## src/rtl/char_renderer.sv

```systemverilog
// char_renderer: text-mode renderer. Once per 8-pixel cell it fetches the tile
// code and colour from char RAM and one glyph row from char ROM, then shifts
// the glyph out as RGB332-expanded pixels with blanks/syncs delayed to match.
module char_renderer #(
  parameter int          COLS       = 40,
  parameter int          ROWS       = 30,
  parameter logic [12:0] COLOR_BASE = 13'h800
) (
  input  logic        clk_sys,
  input  logic        reset_n,
  input  logic        pxl_cen,
  input  logic [8:0]  hcnt,
  input  logic [8:0]  vcnt,
  input  logic        hb_in,
  input  logic        vb_in,
  input  logic        hs_in,
  input  logic        vs_in,
  output logic [12:0] chram_addr,
  input  logic [7:0]  chram_q,
  output logic [10:0] chrom_addr,
  input  logic [7:0]  chrom_q,
  output logic [7:0]  pix_r,
  output logic [7:0]  pix_g,
  output logic [7:0]  pix_b,
  output logic        hb_out,
  output logic        vb_out,
  output logic        hs_out,
  output logic        vs_out
);

  typedef enum logic [2:0] {
    S_IDLE,
    S_CODE,
    S_ATTR,
    S_GLYPH,
    S_DONE
  } state_t;

  localparam logic [9:0]  H_ACTIVE = 10'(COLS * 8);
  localparam logic [9:0]  V_ACTIVE = 10'(ROWS * 8);
  localparam logic [12:0] COLS_W   = 13'(COLS);

  state_t         state_q, state_d;
  logic [12:0]    idx_q, idx_d;
  logic [2:0]     line_q, line_d;
  logic           inr_q, inr_d;
  logic [12:0]    chram_addr_q, chram_addr_d;
  logic [10:0]    chrom_addr_q, chrom_addr_d;
  logic [7:0]     code_q, code_d;
  logic [7:0]     attr_q, attr_d;
  logic [7:0]     glyph_q, glyph_d;
  logic [7:0]     shift_q, shift_d;
  logic [7:0]     col_q, col_d;
  // Sync delay line, element 0 newest; each element is {hb, vb, hs, vs}.
  logic [7:0][3:0] dly_q, dly_d;
  logic [7:0]     pix_r_q, pix_r_d;
  logic [7:0]     pix_g_q, pix_g_d;
  logic [7:0]     pix_b_q, pix_b_d;
  logic           hb_out_q, hb_out_d;
  logic           vb_out_q, vb_out_d;
  logic           hs_out_q, hs_out_d;
  logic           vs_out_q, vs_out_d;

  logic           phase0;
  logic           phase7;
  logic [12:0]    cell_index;
  logic           in_range;
  logic           blank;

  assign phase0     = (hcnt[2:0] == 3'd0);
  assign phase7     = (hcnt[2:0] == 3'd7);
  assign cell_index = ({8'd0, vcnt[7:3]} * COLS_W) + {7'd0, hcnt[8:3]};
  assign in_range   = ({1'b0, hcnt} < H_ACTIVE) && ({1'b0, vcnt} < V_ACTIVE);
  assign blank      = dly_q[7][3] | dly_q[7][2];

  // Fetch FSM next state: phase 0 restarts the sequence from any state.
  always_comb begin
    state_d = state_q;
    if (pxl_cen) begin
      if (phase0) begin
        state_d = S_CODE;
      end else begin
        case (state_q)
          S_CODE:  state_d = S_ATTR;
          S_ATTR:  state_d = S_GLYPH;
          S_GLYPH: state_d = S_DONE;
          default: state_d = state_q;
        endcase
      end
    end
  end

  // Fetch FSM state register.
  always_ff @(posedge clk_sys or negedge reset_n) begin
    if (!reset_n) state_q <= S_IDLE;
    else          state_q <= state_d;
  end

  // Datapath next values: memory sequencing, glyph shifter, colour and delays.
  always_comb begin
    idx_d        = idx_q;
    line_d       = line_q;
    inr_d        = inr_q;
    chram_addr_d = chram_addr_q;
    chrom_addr_d = chrom_addr_q;
    code_d       = code_q;
    attr_d       = attr_q;
    glyph_d      = glyph_q;
    shift_d      = shift_q;
    col_d        = col_q;
    dly_d        = dly_q;
    pix_r_d      = pix_r_q;
    pix_g_d      = pix_g_q;
    pix_b_d      = pix_b_q;
    hb_out_d     = hb_out_q;
    vb_out_d     = vb_out_q;
    hs_out_d     = hs_out_q;
    vs_out_d     = vs_out_q;
    if (pxl_cen) begin
      if (phase0) begin
        idx_d        = cell_index;
        line_d       = vcnt[2:0];
        inr_d        = in_range;
        chram_addr_d = cell_index;
      end else begin
        case (state_q)
          S_CODE: begin
            code_d       = chram_q;
            chram_addr_d = COLOR_BASE + idx_q;
          end
          S_ATTR: begin
            attr_d       = chram_q;
            chrom_addr_d = {code_q, line_q};
          end
          S_GLYPH: glyph_d = chrom_q;
          default: ;
        endcase
      end

      if (shift_q[7] && !blank) begin
        pix_r_d = {col_q[7:5], col_q[7:5], col_q[7:6]};
        pix_g_d = {col_q[4:2], col_q[4:2], col_q[4:3]};
        pix_b_d = {4{col_q[1:0]}};
      end else begin
        pix_r_d = '0;
        pix_g_d = '0;
        pix_b_d = '0;
      end

      // The last pixel of a cell leaves on the same tick the next glyph loads.
      if (phase7) begin
        if (state_q == S_DONE && inr_q) begin
          shift_d = glyph_q;
          col_d   = attr_q;
        end else begin
          shift_d = '0;
          col_d   = '0;
        end
      end else begin
        shift_d = {shift_q[6:0], 1'b0};
      end

      dly_d    = {dly_q[6:0], {hb_in, vb_in, hs_in, vs_in}};
      hb_out_d = dly_q[7][3];
      vb_out_d = dly_q[7][2];
      hs_out_d = dly_q[7][1];
      vs_out_d = dly_q[7][0];
    end
  end

  // Datapath registers; blanks reset high so the screen starts dark.
  always_ff @(posedge clk_sys or negedge reset_n) begin
    if (!reset_n) begin
      idx_q        <= '0;
      line_q       <= '0;
      inr_q        <= 1'b0;
      chram_addr_q <= '0;
      chrom_addr_q <= '0;
      code_q       <= '0;
      attr_q       <= '0;
      glyph_q      <= '0;
      shift_q      <= '0;
      col_q        <= '0;
      dly_q        <= '0;
      pix_r_q      <= '0;
      pix_g_q      <= '0;
      pix_b_q      <= '0;
      hb_out_q     <= 1'b1;
      vb_out_q     <= 1'b1;
      hs_out_q     <= 1'b0;
      vs_out_q     <= 1'b0;
    end else begin
      idx_q        <= idx_d;
      line_q       <= line_d;
      inr_q        <= inr_d;
      chram_addr_q <= chram_addr_d;
      chrom_addr_q <= chrom_addr_d;
      code_q       <= code_d;
      attr_q       <= attr_d;
      glyph_q      <= glyph_d;
      shift_q      <= shift_d;
      col_q        <= col_d;
      dly_q        <= dly_d;
      pix_r_q      <= pix_r_d;
      pix_g_q      <= pix_g_d;
      pix_b_q      <= pix_b_d;
      hb_out_q     <= hb_out_d;
      vb_out_q     <= vb_out_d;
      hs_out_q     <= hs_out_d;
      vs_out_q     <= vs_out_d;
    end
  end

  assign chram_addr = chram_addr_q;
  assign chrom_addr = chrom_addr_q;
  assign pix_r      = pix_r_q;
  assign pix_g      = pix_g_q;
  assign pix_b      = pix_b_q;
  assign hb_out     = hb_out_q;
  assign vb_out     = vb_out_q;
  assign hs_out     = hs_out_q;
  assign vs_out     = vs_out_q;

endmodule

```

## config.mk

```make
export PLATFORM = sky130hd
export DESIGN_NAME = char_renderer
export DESIGN_NICKNAME = d
export VERILOG_FILES = /design/src/rtl/char_renderer.sv
export SDC_FILE = /design/constraint.sdc
export NUM_CORES = 1
export LEC_CHECK = 0
export CAP_MARGIN = 20
export CORE_MARGIN = 8
export CORE_UTILIZATION = 50
export CTS_BUF_LIST = sky130_fd_sc_hd__clkbuf_16
export DETAILED_ROUTE_END_ITERATION = 8
export MAX_ROUTING_LAYER = met4
export PLACE_DENSITY = 0.82
export SYNTH_ARGS = -nofsm -noshare
export SYNTH_HDL_FRONTEND = slang
export SYNTH_SLANG_ARGS = --single-unit
```

## constraint.sdc

```tcl
create_clock -name clk_sys -period 3.8 [get_ports clk_sys]
set_input_delay 0.95 -clock clk_sys [delete_from_list [all_inputs] [get_ports clk_sys]]
set_output_delay 0.95 -clock clk_sys [all_outputs]
set_load 0.02 [all_outputs]
```

==> metrics.md <==
| Metric | Value |
|---|---|
| Slew Limit Fails | `0` |
| Nets | `562` |
| Final critical-path share of the clock period | `80.5%` |
| Initial antenna violation count | `0` |
| Compound-Gate Fraction of Synth Area | `7.10%` |
| Grt total ovfl | `0` |
| Largest net degree at the start of global routing | `84` |
| Post-synthesis simple-gate area fraction | `7.72%` |
| Async set-reset flop share out of synthesis | `100%` |
| Largest family of logic cells by synthesized area | `multiplexers` |
| Post-CTS setup buffer count | `0` |
| DP HPWL | `7.44 mm` |
| Worst setup EP type | `flip-flop` |
| CTS tree | `yes` |
| Setup TNS | `0 ns` |
| Crit Path Category | `in2reg` |
| I/O pin cnt | `93` |
| Reg-to-reg slack, setup | `2.05 ns` |
| Clock skew | `0.00701 ns` |
| Unrepaired setup endpoints after global routing | `false` |
| Reg2reg path depth | `3` |
| Area of the multi-input gates | `2030 sq um` |
| Status | `complete, no violations` |
| EDFF count, synth | `0` |
| Max stage delay on crit path | `0.50 ns` |
| Worst-Skew Late Latency | `0.41 ns` |
| Die width | `121 um` |
| Port Buf Inserts | `92` |
| Most frequent cells in the layout | `dfrtp_1 (125), clkdlybuf4s50_1 (90), mux2_2 (71)` |
| Synth Area in XOR/XNOR | `1.12%` |
| Buf/Inv on CP | `1` |
| Chip Height | `121 um` |
| Commonest non-fill, non-tap cell in the layout | `dfrtp_1` |
| Crit path top cell by count | `ha_1` |
| Hold Crit Start | `col_q[6]` |
| Synthesized flop and latch total | `127` |
| CTS sink count | `127` |
| Fin area | `6940 sq um` |
| Yosys warning count | `0` |
| Unique cell type count in the Yosys netlist | `45` |
| First-pass GRT wire length | `17.9 mm` |
| CTS root buffer | `clkbuf_16` |
| Slowest cell on crit path | `clkdlybuf4s50_1` |
| Hold Path Cell Cnt | `2` |
| Seq/Total Area, Yosys | `58.2%` |
| Final hold vios | `0` |
| Starting density of the core | `50.8%` |
| Worst slew margin | `40.8%` |
| Pin slew with the least headroom to its limit | `0.881 ns` |
| WL per Instance | `15.8 um` |
| Clock-pin slew on the worst setup and hold paths | `0.05 ns` |
| Largest area contributor in the netlist | `dfrtp_1` |
| Synthesized area | `5460 sq um` |
| Fill cell count | `847` |
| Drt drc | `0` |
| Post-CTS Hold Buffers | `0` |
| Clock tree buffer depth | `2` |
| Synth Area in Adders | `2.79%` |
| Vias in the first global route | `3709` |
| Total placed instance area | `6400 sq um` |
| Static Leakage | `3.00 nW` |
| Top cells by area, synth | `dfrtp_1 (57%), mux2_2 (15%), nand2_1 (3.2%), mux2_4 (2.7%), o21ai_0 (2.3%)` |
| Fin crit period | `3.06 ns` |
| Mean Syn Cell Area | `12.9 sq um` |
| ANT cells | `0` |
| Peak VDD IR | `0.000291 V` |
| Critical path data arrival time | `3.34 ns` |
| Max-Cap Viols | `0` |
| Vias per cell | `5.15` |
| Mapped Cells | `424` |
| Post-CTS sizing | `0` |
| Syn Nets | `476` |
| Post-synth top flop | `dfrtp_1` |
| R2r endpoint | `attr_q[1]` |
| Worst hold-check path type | `reg2reg` |
| Mux contribution to synthesized area | `18.5%` |
| CTS Buf Count | `17` |
| Final setup fails | `0` |
| Max Fanout on Critical Path | `4` |
| Global-route usage over all layers | `15.8%` |
| Share of the synthesized area in the top cell type | `57.3%` |
| Layout cells sized above 1 | `23.8%` |
| H-tree levels | `4` |
| Area growth syn-to-layout | `27.0%` |
| Worst Hold Endpoint | `pix_r[6]` |
| Fmax | `0.327 GHz` |
| Initial drt markers | `162` |
| Cells along the critical path | `clkdlybuf4s50_1 > ha_1 > ha_1 > fa_1 > o211a_1 > o21a_1 > and2_1 > a211oi_1 > nor3_1` |
| Core Rows | `38` |
| Cell family with most CP delay | `adder cells` |
| Drt first pass iters | `4` |
| Global placement routability congestion | `0.805` |
| Critical register-to-register path startpoint | `state_q[1]` |
| Critical Path RT | `4.08 ns` |
| CP startpoint kind | `input pin` |
| Die footprint | `14500 sq um` |
| Total number of vias | `3397` |
| FF+latch area | `3180 sq um` |
| Pwr Density | `692 nW/um^2` |
| Post-Route WL | `10.4 mm` |
| Routed Antenna Nets | `0` |
| CORE AREA | `10700 sq um` |
[cell usage after synthesis (2+ instances only)]
library cell	instances
nor3_1	4
a21oi_1	15
o21ai_0	25
nand4_1	3
fa_1	2
mux2_4	10
o31ai_1	2
mux2i_1	6
nor2_1	10
a22oi_1	7
a21o_1	4
nand2_1	46
ha_1	9
mux2_2	71
o21ai_1	7
clkbuf_1	6
nand3_1	6
a211oi_1	2
dfstp_2	2
buf_4	16
buf_2	5
nor2b_1	3
xnor2_1	5
inv_1	10
dfrtp_1	125
buf_1	3
xor2_1	2
[metal layers]
metal	wire length, um	track usage, %	share of wire [%]	vias up
li1	-	-	-	1626
met1	4510	18.2	43	1674
met2	5170	25.1	50	81
met3	581	4.99	5.6	16
met4	170	6.71	1.6	0
met5	0	-	0	-
[cells by family (layout without fill, tap and decap cells)]
kind of cell / Yosys count / count (layout)
adder cells (fa/ha/maj): 11 / 11
multiplexers: 87 / 87
AND/OR/NAND/NOR: 83 / 83
flip-flops: 127 / 127
buffers and inverters: 42 / 138
AO/OA/AOI/OAI: 67 / 67
XOR/XNOR: 7 / 7
[through the flow]
| stage | cells | hold slack (ns) | worst slack, ns | utilization [%] | total power [mW] |
|---|---|---|---|---|---|
| 5_1_grt | 660 | 0.497 | 0.592 | 64.6 | 5.06 |
| 3_5_place_dp | 631 | 0.468 | 0.312 | 59.6 | 3.37 |
| 2_1_floorplan | 424 | 0.433 | 0.998 | - | 2.82 |
| 3_3_place_gp | 631 | 0.444 | 0.377 | 59.6 | 3.30 |
| 4_1_cts | 660 | 0.479 | 0.742 | 64.6 | 4.86 |
| 6_report | 660 | 0.474 | 0.739 | 64.6 | 4.80 |
[worst max-delay path by stage]
| stage | start | endpoint | depth (start not counted) | slack [ns] |
|---|---|---|---|---|
| 6_report | vcnt[4] | chram_addr[10] | 9 | 0.74 |
| 5_1_grt | vcnt[4] | chram_addr[10] | 9 | 0.59 |
| 4_1_cts | vcnt[4] | chram_addr[10] | 9 | 0.74 |
| 3_5_place_dp | vcnt[4] | chram_addr[10] | 9 | 0.31 |
| 3_3_place_gp | vcnt[4] | chram_addr[10] | 9 | 0.38 |
| 2_1_floorplan | vcnt[4] | chram_addr[10] | 8 | 1.0 |
[state kept, by name, summed over array words and instances (netlist names), 8 cells and up]
name,flops
dly_q,32
glyph_q,8
code_q,8
shift_q,8
attr_q,8
chram_addr,13
col_q,8
idx_q,12
chrom_addr,11
[layout make-up]
type | instances | share of cell area (%)
Clock buffer | 17 | 6.13
Clock inverter | 12 | 1.53
Inverter | 10 | 0.541
Multi-Input combinational cell | 255 | 29.3
Sequential cell | 127 | 45.9
Tap cell | 140 | 2.53
Timing Repair Buffer | 99 | 14.1
[worst min-delay path, stage by stage, from the launching register on]
cell     delay (ns)
dfrtp_1        0.34
nand2_1        0.05
o21ai_0        0.06
[power breakdown]
group          total, mW  internal (mW)  switching, mW  leakage [nW]
combinational       1.27          0.708          0.563          1.17
clock               1.46          0.933          0.530         0.269
sequential          2.06           1.80          0.266          1.56
(Power assumes the default switching activity.)
